$ cat config.mk
export PLATFORM = sky130hd
export DESIGN_NAME = hdb3_enc
export DESIGN_NICKNAME = d
export VERILOG_FILES = /design/src/rtl/hdb3_enc.sv
export SDC_FILE = /design/constraint.sdc
export NUM_CORES = 1
export LEC_CHECK = 0
export CAP_MARGIN = 10
export CELL_PAD_IN_SITES_DETAIL_PLACEMENT = 1
export CELL_PAD_IN_SITES_GLOBAL_PLACEMENT = 1
export CORE_MARGIN = 8
export CORE_UTILIZATION = 37
export DETAILED_ROUTE_END_ITERATION = 6
export PLACE_DENSITY_LB_ADDON = 0.1
export REMOVE_ABC_BUFFERS = 1
export SLEW_MARGIN = 20
export SYNTH_ARGS = -nofsm -noshare
export SYNTH_HDL_FRONTEND = slang
export SYNTH_SLANG_ARGS = --single-unit
$ cat constraint.sdc
create_clock -name clk -period 1 [get_ports clk]
set_input_delay 0.3 -clock clk [delete_from_list [all_inputs] [get_ports clk]]
set_output_delay 0.3 -clock clk [all_outputs]
set_load 0.01 [all_outputs]
$ cat src/rtl/hdb3_enc.sv
// HDB3 line encoder: NRZ bit stream in, dual-rail pulse pair out.
// Four-slot look-ahead lets a B pulse be placed retroactively on the first zero of a run.
module hdb3_enc (
  input  logic clk,
  input  logic rst_n,
  input  logic data_in,
  output logic hdb3_p,
  output logic hdb3_n,
  output logic v_flag,
  output logic b_flag
);

  typedef enum logic [1:0] {
    SlotEmpty = 2'b00,
    SlotMark  = 2'b01,
    SlotBpul  = 2'b10,
    SlotVpul  = 2'b11
  } slot_e;

  // slot0 is the newest entry, slot3 the oldest and the one driving the output stage
  slot_e      slot0_q, slot1_q, slot2_q, slot3_q;
  slot_e      slot0_d, slot1_d, slot2_d, slot3_d;
  logic [1:0] zero_cnt_q, zero_cnt_d;
  logic       parity_q, parity_d;
  // 1 = last pulse positive, 0 = negative
  logic       last_pol_q, last_pol_d;
  logic       hdb3_p_q, hdb3_p_d;
  logic       hdb3_n_q, hdb3_n_d;
  logic       v_flag_q, v_flag_d;
  logic       b_flag_q, b_flag_d;

  // Input stage: classify the incoming bit and detect the fourth consecutive zero.
  always_comb begin
    slot0_d    = SlotEmpty;
    slot1_d    = slot0_q;
    slot2_d    = slot1_q;
    slot3_d    = slot2_q;
    zero_cnt_d = zero_cnt_q;
    parity_d   = parity_q;

    if (data_in) begin
      slot0_d    = SlotMark;
      zero_cnt_d = 2'd0;
      parity_d   = ~parity_q;
    end else if (zero_cnt_q != 2'd3) begin
      zero_cnt_d = zero_cnt_q + 2'd1;
    end else begin
      slot0_d    = SlotVpul;
      zero_cnt_d = 2'd0;
      parity_d   = 1'b0;
      // Even mark count since the last V needs a B so consecutive Vs alternate
      if (!parity_q) begin
        slot3_d = SlotBpul;
      end
    end
  end

  // Polarity stage: turn the oldest slot into rail pulses.
  always_comb begin
    last_pol_d = last_pol_q;
    hdb3_p_d   = 1'b0;
    hdb3_n_d   = 1'b0;
    v_flag_d   = 1'b0;
    b_flag_d   = 1'b0;

    unique case (slot3_q)
      SlotMark, SlotBpul: begin
        last_pol_d = ~last_pol_q;
        hdb3_p_d   = ~last_pol_q;
        hdb3_n_d   = last_pol_q;
        b_flag_d   = (slot3_q == SlotBpul);
      end
      SlotVpul: begin
        // Violation repeats the previous polarity
        hdb3_p_d = last_pol_q;
        hdb3_n_d = ~last_pol_q;
        v_flag_d = 1'b1;
      end
      default: begin
        hdb3_p_d = 1'b0;
        hdb3_n_d = 1'b0;
      end
    endcase
  end

  always_ff @(posedge clk or negedge rst_n) begin
    if (!rst_n) begin
      slot0_q    <= SlotEmpty;
      slot1_q    <= SlotEmpty;
      slot2_q    <= SlotEmpty;
      slot3_q    <= SlotEmpty;
      zero_cnt_q <= 2'd0;
      parity_q   <= 1'b0;
      last_pol_q <= 1'b0;
      hdb3_p_q   <= 1'b0;
      hdb3_n_q   <= 1'b0;
      v_flag_q   <= 1'b0;
      b_flag_q   <= 1'b0;
    end else begin
      slot0_q    <= slot0_d;
      slot1_q    <= slot1_d;
      slot2_q    <= slot2_d;
      slot3_q    <= slot3_d;
      zero_cnt_q <= zero_cnt_d;
      parity_q   <= parity_d;
      last_pol_q <= last_pol_d;
      hdb3_p_q   <= hdb3_p_d;
      hdb3_n_q   <= hdb3_n_d;
      v_flag_q   <= v_flag_d;
      b_flag_q   <= b_flag_d;
    end
  end

  assign hdb3_p = hdb3_p_q;
  assign hdb3_n = hdb3_n_q;
  assign v_flag = v_flag_q;
  assign b_flag = b_flag_q;

endmodule

==> summary.md, run 1 <==
| Metric | Value |
|---|---|
| FMAX | 916.4 MHz |
| Placed Instances | 58 |
| Most used routing layer | met2 |
| Setup TNS | -474.6 ps |
| Core Area | 0.001454 mm^2 |
| Final core utilization | 48.80% |
| Mux contribution to synthesized area | 4.299% |
| Arr. time, crit path | 1260 ps |
| Worst slew margin | 83.77% |
| GR Overflow Total | 0 |
| Clock power frac | 29.4% |
| Most common cell after layout, fill and taps aside | dfrtp_1 |
| Leakage | 0.0003523 uW |
| Via/cell ratio | 4.694 |
| Layout cells sized above 1 | 39.13% |
| Skew-Pair Late Insertion Delay | 280 ps |
| Top-area cell type share of the netlist area | 72.40% |
| Final std cells w/o fill | 62 |
| Synthesized area | 553.0 um^2 |
| Met2 Usage GRT | 12.45% |
| Register-to-Register Path Depth | 3 |
| RSZ-0062 raised after global routing | yes |
| Worst path required time | 1170 ps |
| Final min period | 1091 ps |
| Port bufs | 6 |
| Antenna violations before repair | 0 |
| Largest family of logic cells by synthesized area | simple AND/OR/NAND/NOR gates |
| Synth Instances | 35 |
| Vias in the first global route | 361 |
| Final setup vio count | 6 |
| Hpwl dp | 603 um |
| Worst-case hold slack | 347.1 ps |
| Synth Area in XOR/XNOR | 1.584% |
| Crit-path max FO | 3 |
| Power density cells | 1997 mW/mm^2 |
| Sequential area share after synthesis | 72.40% |
| Starting Density | 38.04% |
| Global-route wire length before repair | 1.580 mm |
| Max Slew Vio Count | 0 |
| Worst-margin pin slew | 243.4 ps |
| Post-Synth Adder-Cell Area | 9.050% |
| Synthesized area per cell | 15.80 um^2 |
| CTS root buffer | clkbuf_4 |
| Synth Warn # | 0 |
| TritonRoute pass-1 iters | 1 |
| Clk slew on worst S/H paths | 90 ps |
| DIE AREA | 0.002988 mm^2 |
| Hold Vio Cnt, Final | 0 |
| Global Route Usage Sum | 7.692% |
| Hold Path Class | in2async |
| Area leader, netlist | dfrtp_1 |
| Met3 Use GR | 3.533% |
| DRC | 0 |
| Switching Fraction | 24.80% |
| GPL Wtd Cong | 0.6625 |
| TritonCTS Buffers | 3 |
| Final period util | 109.1% |
| Antenna cells | 0 |
| Die Span Y | 54.66 um |
| Max capacitance violation total | 0 |
| Crit path kind | reg2reg |
| Status | finished with violations |
| Vias | 291 |
| Worst R2R Setup Slack | -90 ps |
| Routed WL | 886 um |
| Pin count of the biggest net entering global routing | 17 |
| Die X | 54.66 um |
| Netlist cell types | 13 |
| TritonCTS clock tree | yes |
| Crit. End Element | flop |
| Clock tree sinks | 16 |
| Starting DRT DRC Count | 0 |
| Setup Buffers After CTS | 0 |
| Htree depth | 1 |
| #FFs+latches synth | 16 |
| VDD IR-drop max | 0.8282 mV |
| Comb power frac | 14.6% |
| Area of the multi-input gates | 182.7 um^2 |
| Syn-to-layout area delta | 28.28% |
| Clock Skew | 2.081 ps |
| Most frequent cells in the layout | 16 x dfrtp_1, 4 x buf_2, 3 x inv_1, 3 x clkbuf_4 |
| Synth area leaders | dfrtp_1 72%, ha_1 9.0%, and2b_2 3.2% |
| Reg power frac | 56.1% |
| Final net count | 54 |
| Compound-Gate Fraction of Synth Area | 0.9050% |
| Top Ports | 7 |
| GR Util met1 | 7.853% |
| Wire per inst | 14.29 um |
| Clk buf depth | 2 |
| FP Rows | 14 |
| Final Worst Setup Slack | -91.23 ps |
| Register area | 400.4 um^2 |
| Filler cells | 152 |
| Final ANT Viol Nets | 0 |
| Worst setup SP type | flop |
| Post-Synth Simple-Gate Area | 9.729% |
| Failing checks | negative setup slack |
| Int Power | 1065 uW |
| Hold_buf cts | 0 |
| P_sw | 351.4 uW |
[area by class of cell]
type                    count  area share, %
inverters                   3          1.587
multi-input cells          16          25.75
well taps                  16          2.822
repair buffers              7          8.289
clock buffers               4          5.115
flip-flops and latches     16          56.44
[worst max-delay path: stages, from the launching register on]
cell and delay, ps:
dfrtp_1 440, ha_4 180, nor3b_4 150, or2_4 220
[per-layer routing]
layer,share of wire [%],wire (um)
met4,1.0,9
met1,39,344
met2,50,447
met5,0,0
met3,9.5,84
[cell usage after synthesis]
library cell and n:
xnor2_1 1, nor3b_1 1, a21oi_1 1, mux2i_1 1, and2b_2 2, mux2i_2 1
ha_1 4, inv_1 3, or2_2 1, nor2b_1 1, dfrtp_1 16, nor2_1 2
or2_4 1
[power groups by stage]
stage	logic (uW)	registers, uW	clock network (uW)
after global routing	228	813	469
after global placement	222	792	0
after detailed placement	234	801	0
after CTS	212	791	433
final	206	794	416
after floorplan	89.9	809	0
[timing repair]
action / in CTS / in global routing
resized for setup: 23 / 1
pin swaps: 2 / 0
endpoints found under the setup margin: 8 / 8
[final timing paths]
path / end / from
max: slot3_q[1] / zero_cnt_q[0]
min: last_pol_q / rst_n
min reg2reg: slot2_q[0] / slot1_q[0]
min in group clk: slot2_q[0] / slot1_q[0]
max in group asynchronous: parity_q / rst_n
max reg2reg: slot3_q[1] / zero_cnt_q[0]
[cell families after synthesis]
group	Yosys count
compound gates	1
fa+ha+maj	4
buf+inv	3
simple gates	8
flops	16
mux	2
xor+xnor	1
[stage by stage]
| stage | setup slack (ps) | total power [uW] | area, um^2 |
|---|---|---|---|
| 3_5_place_dp | -343.8 | 1035 | 653.1 |
| 5_1_grt | -137.9 | 1510 | 709.4 |
| 2_1_floorplan | -87.16 | 898.7 | 553.0 |
| 3_3_place_gp | -316.5 | 1014 | 653.1 |
| 6_report | -91.23 | 1417 | 709.4 |
| 4_1_cts | -102.3 | 1435 | 699.4 |
[registers in the layout, summed over array words and instances (netlist names)]
signal	cells
slot3_q	2
b_flag	1
parity_q	1
zero_cnt_q	2
hdb3_n	1
slot1_q	2
slot2_q	2
hdb3_p	1
last_pol_q	1
v_flag	1
slot0_q	2
Power figures use the tool's default switching activity.
==> run 2: changes to the inputs <==
HOLD_SLACK_MARGIN = 0.1   (was not set)
==> results of run 2 <==
Same layout as run 1: the final DEF is identical, and so are final timing and power.
